[config.mk]
export PLATFORM = sky130hd
export DESIGN_NAME = ofdm_cp_remover_flat
export DESIGN_NICKNAME = d
export VERILOG_FILES = /design/src/rtl/ofdm_cp_remover_if.sv /design/src/rtl/ofdm_cp_remover.sv /design/src/flat_wrapper.sv
export SDC_FILE = /design/constraint.sdc
export NUM_CORES = 1
export LEC_CHECK = 0
export ABC_AREA = 1
export CORE_MARGIN = 2
export CORE_UTILIZATION = 30
export DETAILED_ROUTE_END_ITERATION = 6
export MAX_ROUTING_LAYER = met4
export SYNTH_ARGS = -nofsm -noshare
export SYNTH_HDL_FRONTEND = slang
export SYNTH_SLANG_ARGS = --single-unit
[constraint.sdc]
create_clock -name clk_clk -period 3.8 [get_ports clk_clk]
set_clock_uncertainty 0.15 [all_clocks]
set_input_delay 0.95 -clock clk_clk [delete_from_list [all_inputs] [get_ports clk_clk]]
set_output_delay 0.95 -clock clk_clk [all_outputs]
set_load 0.05 [all_outputs]
[src/rtl/ofdm_cp_remover_if.sv]
// Avalon-ST sample bundle for the OFDM cyclic-prefix remover.
// master = symbol source / sink side, slave = remover side.
interface ofdm_cp_remover_if #(
  parameter int DATA_W = 34
);
  logic [DATA_W-1:0] asi_in0_data;
  logic              asi_in0_valid;
  logic              asi_in0_ready;
  logic              asi_in0_startofpacket;
  logic              asi_in0_endofpacket;
  logic [DATA_W-1:0] aso_out0_data;
  logic              aso_out0_valid;
  logic              aso_out0_ready;
  logic              aso_out0_startofpacket;
  logic              aso_out0_endofpacket;
  logic [1:0]        aso_out0_error;

  modport master (
    output asi_in0_data,
    output asi_in0_valid,
    input  asi_in0_ready,
    output asi_in0_startofpacket,
    output asi_in0_endofpacket,
    input  aso_out0_data,
    input  aso_out0_valid,
    output aso_out0_ready,
    input  aso_out0_startofpacket,
    input  aso_out0_endofpacket,
    input  aso_out0_error
  );

  modport slave (
    input  asi_in0_data,
    input  asi_in0_valid,
    output asi_in0_ready,
    input  asi_in0_startofpacket,
    input  asi_in0_endofpacket,
    output aso_out0_data,
    output aso_out0_valid,
    input  aso_out0_ready,
    output aso_out0_startofpacket,
    output aso_out0_endofpacket,
    output aso_out0_error
  );
endinterface

[src/rtl/ofdm_cp_remover.sv]
// OFDM receive cyclic-prefix remover: strips CP_LEN prefix beats,
// forwards N_FFT body beats and flags truncated/overlong symbols.
module ofdm_cp_remover #(
  parameter int DATA_W = 34,
  parameter int N_FFT  = 64,
  parameter int CP_LEN = 16
) (
  input  logic                 clk_clk,
  input  logic                 reset_reset,
  ofdm_cp_remover_if.slave     st
);

  localparam int TOT = CP_LEN + N_FFT;
  localparam int IW  = $clog2(TOT);

  localparam logic [IW-1:0] CP_END = IW'(CP_LEN - 1);
  localparam logic [IW-1:0] FIRST  = IW'(CP_LEN);
  localparam logic [IW-1:0] LAST   = IW'(TOT - 1);

  typedef enum logic [1:0] {
    IDLE,
    DROP,
    PASS,
    DISCARD
  } state_t;

  state_t            state;
  logic [IW-1:0]     idx;
  logic [DATA_W-1:0] out_data;
  logic              out_valid;
  logic              out_sop;
  logic              out_eop;
  logic [1:0]        out_err;

  logic in_xfer;
  logic in_sop;
  logic in_eop;
  logic at_last;

  assign st.asi_in0_ready = !reset_reset &
    (state != PASS || !out_valid || st.aso_out0_ready);

  assign in_xfer = st.asi_in0_valid & st.asi_in0_ready;
  assign in_sop  = st.asi_in0_startofpacket;
  assign in_eop  = st.asi_in0_endofpacket;
  assign at_last = (idx == LAST);

  assign st.aso_out0_data          = out_data;
  assign st.aso_out0_valid         = out_valid;
  assign st.aso_out0_startofpacket = out_sop;
  assign st.aso_out0_endofpacket   = out_eop;
  assign st.aso_out0_error         = out_err;

  always_ff @(posedge clk_clk) begin
    if (reset_reset) begin
      state     <= IDLE;
      idx       <= '0;
      out_data  <= '0;
      out_valid <= 1'b0;
      out_sop   <= 1'b0;
      out_eop   <= 1'b0;
      out_err   <= 2'b00;
    end else begin
      // Taken beat retires unless a new one replaces it below.
      if (st.aso_out0_ready) begin
        out_valid <= 1'b0;
        out_sop   <= 1'b0;
        out_eop   <= 1'b0;
        out_err   <= 2'b00;
      end
      if (in_xfer) begin
        unique case (state)
          IDLE: begin
            if (in_sop && !in_eop) begin
              idx   <= IW'(1);
              state <= (CP_LEN == 1) ? PASS : DROP;
            end
          end
          DROP: begin
            if (in_eop) begin
              idx   <= '0;
              state <= IDLE;
            end else begin
              idx <= idx + IW'(1);
              if (idx == CP_END) state <= PASS;
            end
          end
          PASS: begin
            out_valid <= 1'b1;
            out_data  <= st.asi_in0_data;
            out_sop   <= (idx == FIRST);
            out_eop   <= at_last | in_eop;
            out_err   <= {at_last & ~in_eop,
                          ~at_last & in_eop};
            if (at_last || in_eop) begin
              idx   <= '0;
              state <= (at_last && !in_eop) ? DISCARD : IDLE;
            end else begin
              idx <= idx + IW'(1);
            end
          end
          DISCARD: begin
            if (in_eop) state <= IDLE;
          end
          default: state <= IDLE;
        endcase
      end
    end
  end

endmodule

[src/flat_wrapper.sv]
// flat-port wrapper written by rule: the top's interface ports become plain ports
module ofdm_cp_remover_flat 
#(
  parameter int DATA_W = 34,
  parameter int N_FFT  = 64,
  parameter int CP_LEN = 16
)
  (clk_clk, reset_reset, st_asi_in0_data, st_asi_in0_valid, st_asi_in0_ready, st_asi_in0_startofpacket, st_asi_in0_endofpacket, st_aso_out0_data, st_aso_out0_valid, st_aso_out0_ready, st_aso_out0_startofpacket, st_aso_out0_endofpacket, st_aso_out0_error);
  ofdm_cp_remover_if #(.DATA_W(DATA_W)) st_i ();
  input  logic clk_clk;
  input  logic reset_reset;
  input wire logic [$bits(st_i.asi_in0_data)-1:0] st_asi_in0_data;
  input wire logic [$bits(st_i.asi_in0_valid)-1:0] st_asi_in0_valid;
  output wire logic [$bits(st_i.asi_in0_ready)-1:0] st_asi_in0_ready;
  input wire logic [$bits(st_i.asi_in0_startofpacket)-1:0] st_asi_in0_startofpacket;
  input wire logic [$bits(st_i.asi_in0_endofpacket)-1:0] st_asi_in0_endofpacket;
  output wire logic [$bits(st_i.aso_out0_data)-1:0] st_aso_out0_data;
  output wire logic [$bits(st_i.aso_out0_valid)-1:0] st_aso_out0_valid;
  input wire logic [$bits(st_i.aso_out0_ready)-1:0] st_aso_out0_ready;
  output wire logic [$bits(st_i.aso_out0_startofpacket)-1:0] st_aso_out0_startofpacket;
  output wire logic [$bits(st_i.aso_out0_endofpacket)-1:0] st_aso_out0_endofpacket;
  output wire logic [$bits(st_i.aso_out0_error)-1:0] st_aso_out0_error;
  assign st_i.asi_in0_data = st_asi_in0_data;
  assign st_i.asi_in0_valid = st_asi_in0_valid;
  assign st_asi_in0_ready = st_i.asi_in0_ready;
  assign st_i.asi_in0_startofpacket = st_asi_in0_startofpacket;
  assign st_i.asi_in0_endofpacket = st_asi_in0_endofpacket;
  assign st_aso_out0_data = st_i.aso_out0_data;
  assign st_aso_out0_valid = st_i.aso_out0_valid;
  assign st_i.aso_out0_ready = st_aso_out0_ready;
  assign st_aso_out0_startofpacket = st_i.aso_out0_startofpacket;
  assign st_aso_out0_endofpacket = st_i.aso_out0_endofpacket;
  assign st_aso_out0_error = st_i.aso_out0_error;
  ofdm_cp_remover #(.DATA_W(DATA_W), .N_FFT(N_FFT), .CP_LEN(CP_LEN)) u_core (.clk_clk(clk_clk), .reset_reset(reset_reset), .st(st_i));
endmodule
# Yosys cells after proc, flatten, opt, wreduce, memory -nomap -nowiden

Index checks and enable logic that the tools add are counted.

Flip-flop bits (word level): 48
Input port bits: 40
Output and inout port bits: 40
Word-level logic and storage cells: 62

Add/subtract/negate cells: 1
Equality and inequality tests: 11
Multiplexer cells: 23
Bitwise logic cells: 7
Reductions and logical operators: 13

Operator list:

| operator                                              | count |
|---|---|
| 2-to-1 mux 7 bit                                      | 3 |
| case mux 7 bit (3 select lines)                       | 1 |
| 2-to-1 mux 2 bit                                      | 9 |
| 2-to-1 mux 1 bit                                      | 9 |
| case mux 2 bit (4 select lines)                       | 1 |
| adder 7 x 1 -> 7 bit, second input constant           | 1 |
| equality test 7 x 4 -> 1 bit, second input constant   | 1 |
| equality test 7 x 5 -> 1 bit, second input constant   | 1 |
| equality test 7 bit, second input constant            | 1 |
| AND reduction 5 bit                                   | 1 |
| AND 1 bit                                             | 4 |
| equality test 2 bit, second input constant            | 2 |
| inequality test 2 x 1 -> 1 bit, second input constant | 2 |
| inequality test 2 bit, second input constant          | 2 |
| logical NOT 1 bit                                     | 3 |
| logical OR 1 bit                                      | 3 |
| inequality test 3 x 2 -> 1 bit, second input constant | 1 |
| AND reduction 3 bit                                   | 1 |
| nonzero test 3 bit                                    | 1 |
| equality test 2 x 1 -> 1 bit, second input constant   | 1 |
| logical AND 1 bit                                     | 2 |
| logical NOT 2 bit                                     | 1 |
| NOT 1 bit                                             | 2 |
| AND reduction 2 bit                                   | 1 |
| OR 1 bit                                              | 1 |

# Depth between registers and ports, before layout

Depth after elaboration: 6
Mapped depth: 10
Mapped depth without buffers: 10

# Worst setup path before layout

Ideal clock, no wire load.

Path kind: input port to output port
Start: in reset_reset
End: out st_asi_in0_ready
Data arrival time: 1786 ps
Required time: 2700 ps
Slack: 914 ps
Cell stages on the path: 2
Buffers on the path: 1
Path through: buf_6 nor2_1

Word-level cells in the longest chain between the ends: 2

Ends and longest elaborated chain:

| item              | RTL line              | RTL |
|---|---|---|
| from (decl)       | flat_wrapper.sv:11    | `input logic reset_reset;` |
| logical NOT 1 bit | ofdm_cp_remover.sv:40 | `assign st.asi_in0_ready = !reset_reset &` |
| AND 1 bit         | ofdm_cp_remover.sv:40 |  |
| to (decl)         | flat_wrapper.sv:14    | `output wire logic [$bits(st_i.asi_in0_ready)-1:0] st_asi_in0_ready;` |

No other way between the ends.

# Worst setup path after layout

Start: in st_aso_out0_ready
End: out st_asi_in0_ready

Word-level cells in the longest chain between the ends: 2

Ends and longest elaborated chain:

| item             | RTL line              | RTL |
|---|---|---|
| from (decl)      | flat_wrapper.sv:19    | `input wire logic [$bits(st_i.aso_out0_ready)-1:0] st_aso_out0_ready;` |
| logical OR 1 bit | ofdm_cp_remover.sv:41 | `(state != PASS \|\| !out_valid \|\| st.aso_out0_ready);` |
| AND 1 bit        | ofdm_cp_remover.sv:40 |  |

No other way between the ends.

==> impl_metrics.json <==
{
  "fin_ws_ps": 712,
  "track_usage": 0.137,
  "crit_type": "primary input to output port",
  "p_sw_frac": 0.246,
  "setup_viol": 0,
  "rsz0062_at_grt": "no",
  "clk_latency_ps": 290,
  "netlist_area_um2": 2110,
  "syn_area_per_cell_um2": 7.33,
  "firstDrtPassIters": 4,
  "cp_slowest_stage_delay_ps": 490,
  "drtAntennaViolNets": 0,
  "combPwrFrac": 0.133,
  "p_seq_frac": 0.559,
  "min_from": "u_core.st.aso_out0_data[32]$_SDFFE_PP0P_",
  "wire_per_inst_um": 11.7,
  "die_area_um2": 7730,
  "start_kind": "primary input",
  "io_pins": 80,
  "core_area_um2": 6790,
  "gp_congestion": 0.819,
  "whs_ps": 316,
  "die_w_um": 87.9,
  "ff2ff_path_depth": 6,
  "final.min_clock_period_ps": 3090,
  "critPathMostFrequentCell": "nor2_1",
  "yosysSeqAreaShare": 0.455,
  "drive_gt1_frac": 0.0632,
  "cts_buffers": 5,
  "grt_pass1_wl_um": 8230,
  "place_ws_ps": 667,
  "crit_arrival_ps": 1990,
  "yosysWarnings": 0,
  "holdPathStages": 2,
  "die_h_um": 87.9,
  "tightest_slew_ps": 551,
  "r2r_slack_ps": 1650,
  "ys_types": 28,
  "syn_nets": 335,
  "post-dp-hpwl_um": 3910,
  "final_hold_viol_count": 0,
  "synth_cells": 288,
  "status": "finished clean",
  "initial_core_util": 0.311,
  "worstPathMaxFanout": 3,
  "grt_max_degree": 42,
  "cts_tree": "yes",
  "cts_sinks": 48,
  "end_kind": "output port",
  "drt-initial-drc-count": 62,
  "hold_end": "u_core.st.aso_out0_data[32]$_SDFFE_PP0P_",
  "cp_slowest_cell": "clkdlybuf4s50_1",
  "cellPowerDensity_nw_per_um2": 302,
  "maxCapViolations": 0,
  "hold_buffers": 0,
  "antennaDiodeCount": 0,
  "ir_drop_mv": 0.182,
  "ys_seq_elements": 48,
  "clkTransAtPathRegs_ps": 80,
  "min_period_over_period": 0.813,
  "timing.rr.end": "u_core.st.aso_out0_data[22]$_SDFFE_PP0P_",
  "p_int_mw": 0.694,
  "viasPerCell": 4.33,
  "portBuffers": 79,
  "ctsHtreeMaxLevel": 2,
  "utilization": 0.449,
  "maxSlewViolCount": 0,
  "vias": 1994,
  "antenna_found_initial": 0,
  "leakage_nw": 1.11,
  "rows": 30,
  "cts-root-buf": "clkbuf_8",
  "crit_chain": "clkdlybuf4s50_1 -> nor2_1 -> nor2_1 -> buf_12",
  "grt_pass1_vias": 1737,
  "timing.hold.worst.class": "register to register",
  "area_growth_pct": 44.4,
  "wl_um": 5400,
  "fin_nets": 411,
  "post_cts_resized": 0,
  "drc_errors": 0,
  "p_sw_mw": 0.227,
  "grt_overflow": 0,
  "clockPowerShare": 0.308,
  "reg2reg_from": "u_core.state[0]$_SDFFE_PP0P_",
  "max_freq_mhz": 324,
  "cts_buffer_depth": 2,
  "slew_headroom": 0.632,
  "fin_tns_setup_ps": 0,
  "post-cts-setup-buffers": 0,
  "cp.required_ps": 2700
}
## how the worst max path moves through the flow
stage	cells past startpoint	endpoint	from
after floorplan	2	st_asi_in0_ready	reset_reset
after global placement	4	st_asi_in0_ready	st_aso_out0_ready
after detailed placement	4	st_asi_in0_ready	st_aso_out0_ready
after CTS	4	st_asi_in0_ready	st_aso_out0_ready
after global routing	4	st_asi_in0_ready	st_aso_out0_ready
final	4	st_asi_in0_ready	st_aso_out0_ready
## stage by stage
step	std cells	total power, mW	area [µm²]
after global routing	460	0.964	3050
after CTS	460	0.936	3050
after detailed placement	453	0.649	2970
after global placement	453	0.650	2970
final	460	0.921	3050
after floorplan	288	0.586	2110
## power groups by stage
stage / Sequential, mW / Clock, mW / Combinational (mW)
final: 0.515 / 0.284 / 0.122
after global routing: 0.516 / 0.316 / 0.132
after CTS: 0.515 / 0.298 / 0.123
after detailed placement: 0.526 / 0 / 0.122
after global placement: 0.526 / 0 / 0.123
after floorplan: 0.541 / 0 / 0.0451
## sequential cells by signal, summed over array words and instances (netlist names)
signal,count
u_core.st.aso_out0_startofpacket,1
u_core.st.aso_out0_data,34
u_core.st.aso_out0_endofpacket,1
u_core.idx,7
u_core.st.aso_out0_error,2
u_core.st.aso_out0_valid,1
u_core.state,2
## cell usage after synthesis
master	count	share of area
o21ai_2	1	0.0041
nand2_2	2	0.0059
a31oi_1	2	0.0059
inv_1	17	0.030
buf_6	2	0.011
nand3_1	9	0.021
o21ai_0	3	0.0071
nand3_2	2	0.0095
ha_1	7	0.041
a211oi_1	1	0.0036
nor2_2	1	0.0030
dfxtp_1	48	0.45
clkinv_4	1	0.0041
o21bai_4	1	0.0089
nand2_1	107	0.19
nor3_1	1	0.0024
clkbuf_1	4	0.0071
nor2_1	24	0.043
nand4_1	1	0.0030
nor2_4	1	0.0053
nor3b_1	1	0.0036
buf_2	3	0.0071
nand4_4	1	0.010
inv_2	2	0.0036
a21oi_1	40	0.095
or2_2	1	0.0030
o21ai_1	1	0.0024
buf_4	4	0.014
## cell type report
type / count / area [µm²]
Inverter: 20 / 80.1
Clock buffer: 6 / 72.6
Fill cell: 697 / 3740
Multi-Input combinational cell: 207 / 988
Tap cell: 96 / 120
Clock inverter: 1 / 5.00
Timing Repair Buffer: 82 / 823
Sequential cell: 48 / 961
## layout by cell type (no fill, tap or decap)
| master | synthesis | final |
|---|---|---|
| clkbuf_8 | 0 | 5 |
| nand4_1 | 1 | 1 |
| nand2_1 | 107 | 107 |
| nor2_1 | 24 | 24 |
| clkdlybuf4s50_1 | 0 | 78 |
| buf_4 | 4 | 3 |
| nor2_2 | 1 | 1 |
| nand4_4 | 1 | 1 |
| clkinv_4 | 1 | 1 |
| o21ai_2 | 1 | 1 |
| buf_12 | 0 | 1 |
| a31oi_1 | 2 | 2 |
| inv_1 | 17 | 17 |
| nor3b_1 | 1 | 1 |
| or2_2 | 1 | 1 |
| a21oi_1 | 40 | 40 |
| inv_2 | 2 | 2 |
| nor3_1 | 1 | 1 |
| nor2_4 | 1 | 1 |
| o21bai_4 | 1 | 1 |
| clkinv_2 | 0 | 1 |
| a211oi_1 | 1 | 1 |
| nand2_2 | 2 | 2 |
| o21ai_1 | 1 | 1 |
| dfxtp_1 | 48 | 48 |
| nand3_2 | 2 | 2 |
| o21ai_0 | 3 | 3 |
| nand3_1 | 9 | 9 |
| clkbuf_1 | 4 | 1 |
| ha_1 | 7 | 7 |
## per-layer routing
layer  up-vias  part of all wire  track usage
met2        58              0.44        0.204
li1       1060                 -            -
met1       872              0.49        0.190
met5         -                 0            -
met4         0            0.0028       0.0252
met3         4             0.069       0.0339
## logic make-up (layout without fill, tap and decap cells)
family	count (synthesis)	in the layout	synth area share
AND/OR/NAND/NOR	151	151	0.300
buffers and inverters	33	109	0.0770
flip-flops	48	48	0.455
AO/OA/AOI/OAI	49	49	0.127
adder cells (fa/ha/maj)	7	7	0.0415
## worst max-delay path, delay by kind of cell
family                 cells  cell delay (ps)
AND/OR/NAND/NOR            2              350
buffers and inverters      2              680
No activity file was read; power rests on OpenSTA's default activity.
